<file path="config.mk">
export PLATFORM = sky130hd
export DESIGN_NAME = avalon_mm_csr_responder
export DESIGN_NICKNAME = d
export VERILOG_FILES = /design/src/rtl/avalon_mm_csr_pkg.sv /design/src/rtl/avalon_mm_csr_be_merge.sv /design/src/rtl/avalon_mm_csr_responder.sv
export SDC_FILE = /design/constraint.sdc
export NUM_CORES = 1
export LEC_CHECK = 0
export ABC_AREA = 1
export CELL_PAD_IN_SITES_DETAIL_PLACEMENT = 1
export CELL_PAD_IN_SITES_GLOBAL_PLACEMENT = 2
export CORE_UTILIZATION = 26
export CTS_BUF_LIST = sky130_fd_sc_hd__clkbuf_4 sky130_fd_sc_hd__clkbuf_8
export DETAILED_ROUTE_END_ITERATION = 12
export MAX_ROUTING_LAYER = met4
export PLACE_DENSITY = 0.81
export SLEW_MARGIN = 0
export SYNTH_ARGS = -nofsm -noshare
export SYNTH_HDL_FRONTEND = slang
export SYNTH_SLANG_ARGS = --single-unit
export TNS_END_PERCENT = 50
</file>
<file path="constraint.sdc">
create_clock -name clk -period 2.1 [get_ports clk]
set_input_delay 0.42 -clock clk [delete_from_list [all_inputs] [get_ports clk]]
set_output_delay 0.42 -clock clk [all_outputs]
set_load 0.005 [all_outputs]
</file>
<file path="src/rtl/avalon_mm_csr_pkg.sv">
// Shared widths, FSM state type and default ID word for the Avalon-MM CSR responder.
package avalon_mm_csr_pkg;

   localparam int unsigned AVMM_ADDR_W = 17;
   localparam int unsigned AVMM_DATA_W = 32;
   localparam int unsigned AVMM_BE_W   = 4;

   localparam logic [AVMM_DATA_W-1:0] CSR_ID_DEFAULT = 32'hA1B0_0001;

   typedef enum logic [1:0] {
      IDLE,
      WAIT,
      ACCEPT,
      RDLAT
   } csr_rsp_state_e;

endpackage

</file>
<file path="src/rtl/avalon_mm_csr_be_merge.sv">
// Byte-lane merge: each enabled lane takes new_data, the others keep old_data.
module avalon_mm_csr_be_merge
   import avalon_mm_csr_pkg::*;
(
   input  logic [AVMM_DATA_W-1:0] old_data,
   input  logic [AVMM_DATA_W-1:0] new_data,
   input  logic [AVMM_BE_W-1:0]   byteenable,
   output logic [AVMM_DATA_W-1:0] merged
);

   always_comb begin
      merged = old_data;
      for (int b = 0; b < AVMM_BE_W; b++) begin
         if (byteenable[b]) merged[8*b +: 8] = new_data[8*b +: 8];
      end
   end

endmodule

</file>
<file path="src/rtl/avalon_mm_csr_responder.sv">
// Avalon-MM CSR responder: byte-enabled register bank, programmable wait states, fixed read latency.
// Define AVMM_CSR_RSP_ID_REG_EN to make register 0 a read-only ID word.
module avalon_mm_csr_responder
   import avalon_mm_csr_pkg::*;
#(
   parameter int unsigned                NUM_REGS     = 16,
   parameter logic [AVMM_ADDR_W-1:0]     BASE_ADDR    = 17'h0,
   parameter int unsigned                WAIT_STATES  = 1,
   parameter int unsigned                READ_LATENCY = 2,
   parameter logic [AVMM_DATA_W-1:0]     ID_VALUE     = CSR_ID_DEFAULT
) (
   input  logic                            clk,
   input  logic                            rst,
   input  logic [AVMM_ADDR_W-1:0]          address,
   input  logic                            read,
   input  logic                            write,
   input  logic [AVMM_DATA_W-1:0]          writedata,
   input  logic [AVMM_BE_W-1:0]            byteenable,
   output logic [AVMM_DATA_W-1:0]          readdata,
   output logic                            readdatavalid,
   output logic                            waitrequest,
   output logic [AVMM_DATA_W*NUM_REGS-1:0] reg_q,
   output logic [NUM_REGS-1:0]             wr_strobe,
   output logic                            err_addr,
   input  logic                            err_clr
);

   localparam int unsigned IDX_W = (NUM_REGS > 1) ? $clog2(NUM_REGS) : 1;

`ifdef AVMM_CSR_RSP_ID_REG_EN
   localparam bit RO_REG0 = 1'b1;
`else
   localparam bit RO_REG0 = 1'b0;
   logic unused_id;
   assign unused_id = ^ID_VALUE;
`endif

   csr_rsp_state_e state_q, state_d;
   logic [3:0]             cnt_q, cnt_d;
   logic [AVMM_DATA_W-1:0] hold_q, rdata_q;
   logic [NUM_REGS-1:0]    wr_strobe_q;
   logic                   err_q;

   // Address decode; the borrow of the subtraction flags addresses below BASE_ADDR.
   logic                   below_base;
   logic [AVMM_ADDR_W-1:0] offset;
   logic [AVMM_ADDR_W-3:0] word_idx;
   logic                   in_range;
   logic [IDX_W-1:0]       sel;
   logic                   unused_addr;

   assign {below_base, offset} = {1'b0, address} - {1'b0, BASE_ADDR};
   assign word_idx    = offset[AVMM_ADDR_W-1:2];
   assign in_range    = !below_base && (32'(word_idx) < NUM_REGS);
   assign sel         = in_range ? word_idx[IDX_W-1:0] : '0;
   assign unused_addr = ^offset[1:0];

   logic acc, id_hit, wr_hit, rd_fire, err_set;

   assign acc     = (state_q == ACCEPT);
   assign id_hit  = RO_REG0 && in_range && (sel == '0);
   assign wr_hit  = acc && write && in_range && !id_hit;
   assign rd_fire = acc && read && !write;
   assign err_set = acc && (read || write) &&
                    (!in_range || (read && write) || (write && id_hit));

   always_comb begin
      state_d = state_q;
      cnt_d   = cnt_q;
      unique case (state_q)
         IDLE: begin
            if (read || write) begin
               if (WAIT_STATES == 0) begin
                  state_d = ACCEPT;
               end else begin
                  state_d = WAIT;
                  cnt_d   = 4'(WAIT_STATES - 1);
               end
            end
         end
         WAIT: begin
            if (cnt_q == '0) state_d = ACCEPT;
            else             cnt_d   = cnt_q - 4'd1;
         end
         ACCEPT: begin
            if (write) begin
               state_d = IDLE;
            end else if (read) begin
               state_d = RDLAT;
               cnt_d   = 4'(READ_LATENCY - 1);
            end else begin
               state_d = IDLE;
            end
         end
         RDLAT: begin
            if (cnt_q == '0) state_d = IDLE;
            else             cnt_d   = cnt_q - 4'd1;
         end
         default: state_d = IDLE;
      endcase
   end

   assign waitrequest   = rst || !acc;
   assign readdatavalid = !rst && (state_q == RDLAT) && (cnt_q == '0);
   assign readdata      = readdatavalid ? hold_q : rdata_q;
   assign wr_strobe     = wr_strobe_q;
   assign err_addr      = err_q;

   logic [AVMM_DATA_W-1:0] regs [NUM_REGS];
   logic [AVMM_DATA_W-1:0] merged;

   avalon_mm_csr_be_merge u_be_merge (
      .old_data   (regs[sel]),
      .new_data   (writedata),
      .byteenable (byteenable),
      .merged     (merged)
   );

   always_ff @(posedge clk) begin
      if (rst) begin
         state_q     <= IDLE;
         cnt_q       <= '0;
         hold_q      <= '0;
         rdata_q     <= '0;
         wr_strobe_q <= '0;
         err_q       <= 1'b0;
      end else begin
         state_q     <= state_d;
         cnt_q       <= cnt_d;
         wr_strobe_q <= '0;
         if (wr_hit)        wr_strobe_q[sel] <= 1'b1;
         if (rd_fire)       hold_q  <= in_range ? regs[sel] : '0;
         if (readdatavalid) rdata_q <= hold_q;
         if (err_set)       err_q   <= 1'b1;
         else if (err_clr)  err_q   <= 1'b0;
      end
   end

   for (genvar i = 0; i < NUM_REGS; i++) begin : g_reg
      if (RO_REG0 && (i == 0)) begin : g_id
         assign regs[i] = ID_VALUE;
      end else begin : g_rw
         logic [AVMM_DATA_W-1:0] word_q;
         always_ff @(posedge clk) begin
            if (rst)                                word_q <= '0;
            else if (wr_hit && (sel == IDX_W'(i))) word_q <= merged;
         end
         assign regs[i] = word_q;
      end
      assign reg_q[AVMM_DATA_W*i +: AVMM_DATA_W] = regs[i];
   end

endmodule

</file>
== Word-level counts from Yosys, hierarchy flattened ==
Index checks and enable logic that the tools add are counted.
Word-level totals
  register bits: 599
  input port bits: 58
  word-level logic and storage cells: 119
Cells by class
  $add $sub $neg: 1
  $lt $le $gt $ge: 4
  equal/unequal tests: 24
  mux-type cells: 25
  bitwise logic cells: 2
  reduce and logical (&&, ||, !) cells: 41
Operators by type and width (number)
  $bmux 32 s4: 1
  $mux 32: 4
  $eq 4x4->1 const B: 8
  $mux 8: 4
  $logic_and 1x1->1: 26
  $mux 4: 5
  $eq 4x3->1 const B: 4
  $lt 15x5->1 const B: 1
  $ne 2x2->1 const B: 6
  $pmux 4 s3: 1
  $mux 2: 5
  $eq 4x2->1 const B: 2
  $logic_not 4->1: 2
  $pmux 2 s4: 1
  $ge 5x5->1 const B: 1
  $lt 4x5->1 const B: 1
  $not 4->5: 1
  $demux 1 s4: 1
  $eq 2x2->1 const B: 2
  $eq 4x1->1 const B: 1
  $ge 4x1->1 const B: 1
  $logic_not 1->1: 4
  $reduce_and 4->1: 1
  $reduce_or 2->1: 2
  8 further kinds: 12

== Depth between registers and ports, before layout ==
  depth after elaboration: 7
  mapped depth: 18
  gate-level depth less buffers: 14

== Hierarchy ==
A second synthesis with hierarchy kept.
Second synthesis, totals
  cells, all modules: 4353
  area, all modules: 28732.6 µm²
Modules (own cells, without submodules)
  avalon_mm_csr_responder: times used 1, cells an instance 4249, area an instance 28312.2 µm², seq. area each 11991.5 µm²
  avalon_mm_csr_be_merge: times used 1, cells an instance 104, area an instance 420.4 µm², seq. area each 0.0 µm²

== Least setup slack after synthesis ==
Ideal clock, no wire load.
  path type: input to register
  from: in address[7]
  to: reg g_reg[1].g_rw.word_q[9]
  library setup time: 0.128 ns
  arrival: 2.106 ns
  required time: 1.972 ns
  setup slack: -0.135 ns
  stages on the path: 18
  buffers on the path: 4
  path through: nor2_1 > nand2_1 > nor2_2 > buf_4 > nand3_4 > buf_2 > buf_2 > nand2_1 > nand2_1 > nand2_1 > nand2_1 > nand2_1 > nand2_1 > inv_1 > nand3_1 > nand2_1 > buf_2 > a21oi_1
Between the ends
  longest elaborated chain between the ends: 7
  elaborated cells between the ends (all ways): 10
  those cells by class: order compare: 1; eq/ne: 1; mux: 5; bitwise: 1; reduce/logical: 2
Ends and longest elaborated chain
  from (decl): RTL line avalon_mm_csr_responder.sv:14  | input logic [AVMM_ADDR_W-1:0] address,
  $lt 15x5->1 *: RTL line avalon_mm_csr_responder.sv:54  | assign in_range = !below_base && (32'(word_idx) < NUM_REGS);
  $mux 4: RTL line avalon_mm_csr_responder.sv:55  | assign sel = in_range ? word_idx[IDX_W-1:0] : '0;
  $not 4->5 (not written as such): RTL line avalon_mm_csr_responder.sv:113  | .old_data (regs[sel]),
  $bmux 32 s4: RTL line avalon_mm_csr_responder.sv:113
  $mux 32 (not written as such) (2 in series): RTL line avalon_mm_csr_responder.sv:113
  $mux 8: RTL line avalon_mm_csr_be_merge.sv:14  | if (byteenable[b]) merged[8*b +: 8] = new_data[8*b +: 8];
  to (signal assigned): RTL line avalon_mm_csr_responder.sv:146  | else if (wr_hit && (sel == IDX_W'(i))) word_q <= merged;
  to (decl): RTL line avalon_mm_csr_responder.sv:143  | logic [AVMM_DATA_W-1:0] word_q;
Mark *: on every way between the ends. The rest lies on a longest branch, timed or not. The select of a mux whose other input is x is not followed.
A chain may end at the register's enable or synchronous reset.

== Final worst setup path ==
  from: reg cnt_q[0]
  to: out readdata[14]
Between the ends
  longest elaborated chain between the ends: 3
Ends and longest elaborated chain
  from (decl): RTL line avalon_mm_csr_responder.sv:39  | logic [3:0] cnt_q, cnt_d;
  from (signal assigned): RTL line avalon_mm_csr_responder.sv:129  | cnt_q <= cnt_d;
  $logic_not 4->1: RTL line avalon_mm_csr_responder.sv:104  | assign readdatavalid = !rst && (state_q == RDLAT) && (cnt_q == '0);
  $logic_and 1x1->1: RTL line avalon_mm_csr_responder.sv:104
  $mux 32
  to (decl): RTL line avalon_mm_csr_responder.sv:19  | output logic [AVMM_DATA_W-1:0] readdata,
No other way between the ends.

==> results <==
-- final cells by class --
cell class | count | share of cell area [%]
Antenna cell | 11 | 0.05480
Clock buffer | 186 | 4.610
Clock inverter | 19 | 0.4060
Inverter | 92 | 0.8369
Multi-Input combinational cell | 2751 | 34.45
Sequential cell | 599 | 24.15
Tap cell | 1368 | 3.407
Timing Repair Buffer | 1266 | 32.06
Timing Repair inverter | 1 | 0.03238
-- kinds of logic after synthesis --
logic type,after synthesis
flops,599
xor+xnor,1
buf+inv,447
simple gates,1622
fa+ha+maj,2
compound gates,1126
-- flip-flops by register name, indices dropped and copies added, names as in the netlist --
name and cells:
cnt_q 4, err_addr 1, g.g_rw.word_q 512, rdata_q 32, state_q 2, hold_q 32
wr_strobe 16
-- layout by cell type, fill, tap and decap left out, drive strengths merged, types with 64 or more instances in the layout --
master,Yosys,routed
clkdlybuf4s50,0,453
nand2,1129,1129
dfxtp,599,599
inv,92,92
a21oi,550,550
or2,64,64
nor2,129,129
buf,138,624
o21ai,573,573
nand4,242,242
dlygate4sd2,0,94
clkbuf,217,246
-- metrics by stage --
stage	setup TNS (ns)	setup slack (ns)	util, %	instance area [µm²]	power, W
floorplan	-5.627	-0.03090	-	27060	0.01268
global placement	-585.29	-1.227	36.51	37200	0.01391
detailed placement	-589.75	-1.279	36.51	37200	0.01395
CTS	-52.71	-0.7451	42.87	43680	0.02744
global route	-138.40	-0.7643	49.29	50220	0.02853
finish	-93.43	-0.6548	49.30	50230	0.02790
-- routing by layer --
layer	track usage (%)	wire length [µm]	part of all wire, %
met3	7.227	18760	9.3
met1	40.50	78580	39
met2	52.05	88860	44
met5	-	0	0
met4	18.23	15980	7.9
-- critical path: cells and delay by family (launching register included) --
kind / cells / cell delay (ns)
and+or+nand+nor: 3 / 0.30
adders and majority gates: 1 / 0.14
DFF: 1 / 0.32
AOI/OAI and AO/OA: 1 / 0.13
buffers and inverters: 6 / 0.66
-- worst paths after layout --
check,startpoint,end,slack [ns],cells past startpoint
setup reg to reg,cnt_q[0]$_SDFFE_PP0P_,rdata_q[14]$_SDFF_PP0_,-0.35,18
hold reg to reg,hold_q[13]$_SDFFE_PP0P_,hold_q[13]$_SDFFE_PP0P_,0.50,2
hold / removal,rst,err_addr$_SDFFE_PP0P_,0.20,5
setup / recovery,cnt_q[0]$_SDFFE_PP0P_,readdata[14],-0.65,11
-- power by group through the flow --
stage	logic (W)	clock network, W	registers [W]
detailed placement	0.00222	0	0.0117
finish	0.00333	0.0131	0.0115
global placement	0.00219	0	0.0117
CTS	0.00288	0.0131	0.0115
global route	0.00342	0.0136	0.0115
floorplan	0.000943	0	0.0117
-- what timing repair did --
action	CTS	global route
buffers inserted	114	114
pin swaps	109	296
gates cloned	53	70
resized for setup	725	1171
setup endpoints to repair	1078	986
==> results.md <==
- WS Path Type: reg -> out
- Initial Util: 26.22%
- Largest net degree at the start of global routing: 182
- Clk_skew: 0.05400 ns
- Synthesized area: 26720 µm²
- Worst setup EP type: output port
- Fin. max-slew vios: 0
- DPL Wire Length: 113200 µm
- Synth top area cells: dfxtp_1, nand2_1, a21oi_1
- Yosys warnings: 0
- Flops & latches, synth: 599
- CP max FO: 6
- Slew HR: 32.07%
- Layout cells sized above 1: 41.62%
- DR vias: 35.89k
- Final wirelength: 202200 µm
- Clk slew on worst S/H paths: 0.06 ns
- Final nets: 4883
- # setup viols final: 863
- CP required: 1.68 ns
- Number of global-route vias before repair: 32.99k
- Compound-cell area share of the yosys netlist: 21.12%
- Adder-Cell Fraction of Synth Area: 0.09367%
- Core Box Area: 101900 µm²
- Combinational group share of total power: 11.9%
- Crit path max-delay cell type: dfxtp_2
- CTS HTree Levels: 3
- Sequential Power Share: 41.1%
- Initial antenna violation count: 7
- Count leader, synth: nand2_1
- Sink Count: 599
- Worst-skew pair later-pin latency: 0.81 ns
- Max-cap check violation count: 0
- Finished Layout Cells: 6293
- Row count: 117
- Highest Clock Rate: 363.0 MHz
- Total gr overflow: 0
- Total CTS buffers: 112
- Post-DRT Antenna Nets: 0
- Port Buffers: 618
- Startpoint types: register
- Post-synth top area cell: dfxtp_1
- WL/cell: 32.13 µm
- Synth Area in XOR/XNOR: 0.03278%
- Power Internal: 0.02030 W
- Least-Margin Pin Slew: 1.019 ns
- Hold slack: 0.2015 ns
- Fraction of synthesized area in multiplexers: 0%
- Number of remaining DRC errors: 0
- Max Root-Sink Buffers: 3
- Critical Path AT: 2.33 ns
- Static Leakage: 21.14 nW
- Die height: 322.6 µm
- Clock power share: 47.0%
- Status: finished, violations left
- Detailed Route Iter0 Violations: 3554
- Max rail drop VDD: 0.4174 mV
- TritonCTS clock tree: built
- Synth Instances: 3797
- Fillers: 11.47k
- Top FF cell, synth: dfxtp_1
- Yosys cell types: 30
- Die Span X: 322.6 µm
- Register Area: 12130 µm²
- DR pass1 iterations: 5
- Global-route wire length before repair: 245200 µm
- Asr flop ratio synth: 0%
- Fin crit share: 131.2%
- Minimum clock period: 2.755 ns
- Unrepaired setup endpoints after global routing: true
- Post-synth EDFFs: 0
- Net Switching: 0.007593 W
- Area grow syn2layout: 88.03%
- Top post-synthesis cells by count: nand2_1, dfxtp_1, a21oi_1
- Crit-path cells: inv_2, ha_4, nand3_4, nor2_4, nand2_4, buf_12, buf_8, buf_6, o21ai_4, inv_2, buf_6
- Post-synthesis simple-gate area fraction: 26.73%
- Clock Tree Root: clkbuf_8
- Die footprint: 104000 µm²
- I/O pin cnt: 621
- Seq/Total Area, Yosys: 44.89%
- Hold WC Path Type: in -> reg
- Failing checks: negative setup slack
- Sw frac: 27.22%
- Synth Net Count: 3857
- Fin. Hold Viols: 0
- Footprint of the multi-input gates: 17300 µm²
- Area fraction of the dominant cell type after synthesis: 44.89%
- # hold bufs at CTS: 0
- Pwr per Cell Area: 555.3 nW/µm²
- Critical Path Max Stage Delay: 0.32 ns
- Gr usage total: 33.58%
- Mapped Avg Cell Area: 7.036 µm²
- Main combinational cell family by area after synthesis: simple AND/OR/NAND/NOR gates
- Drt via density: 5.704
- Final worst slack: -0.6548 ns
- GP Congestion: 0.9129
- Placed cell count: 5753
(Power assumes the default switching activity.)
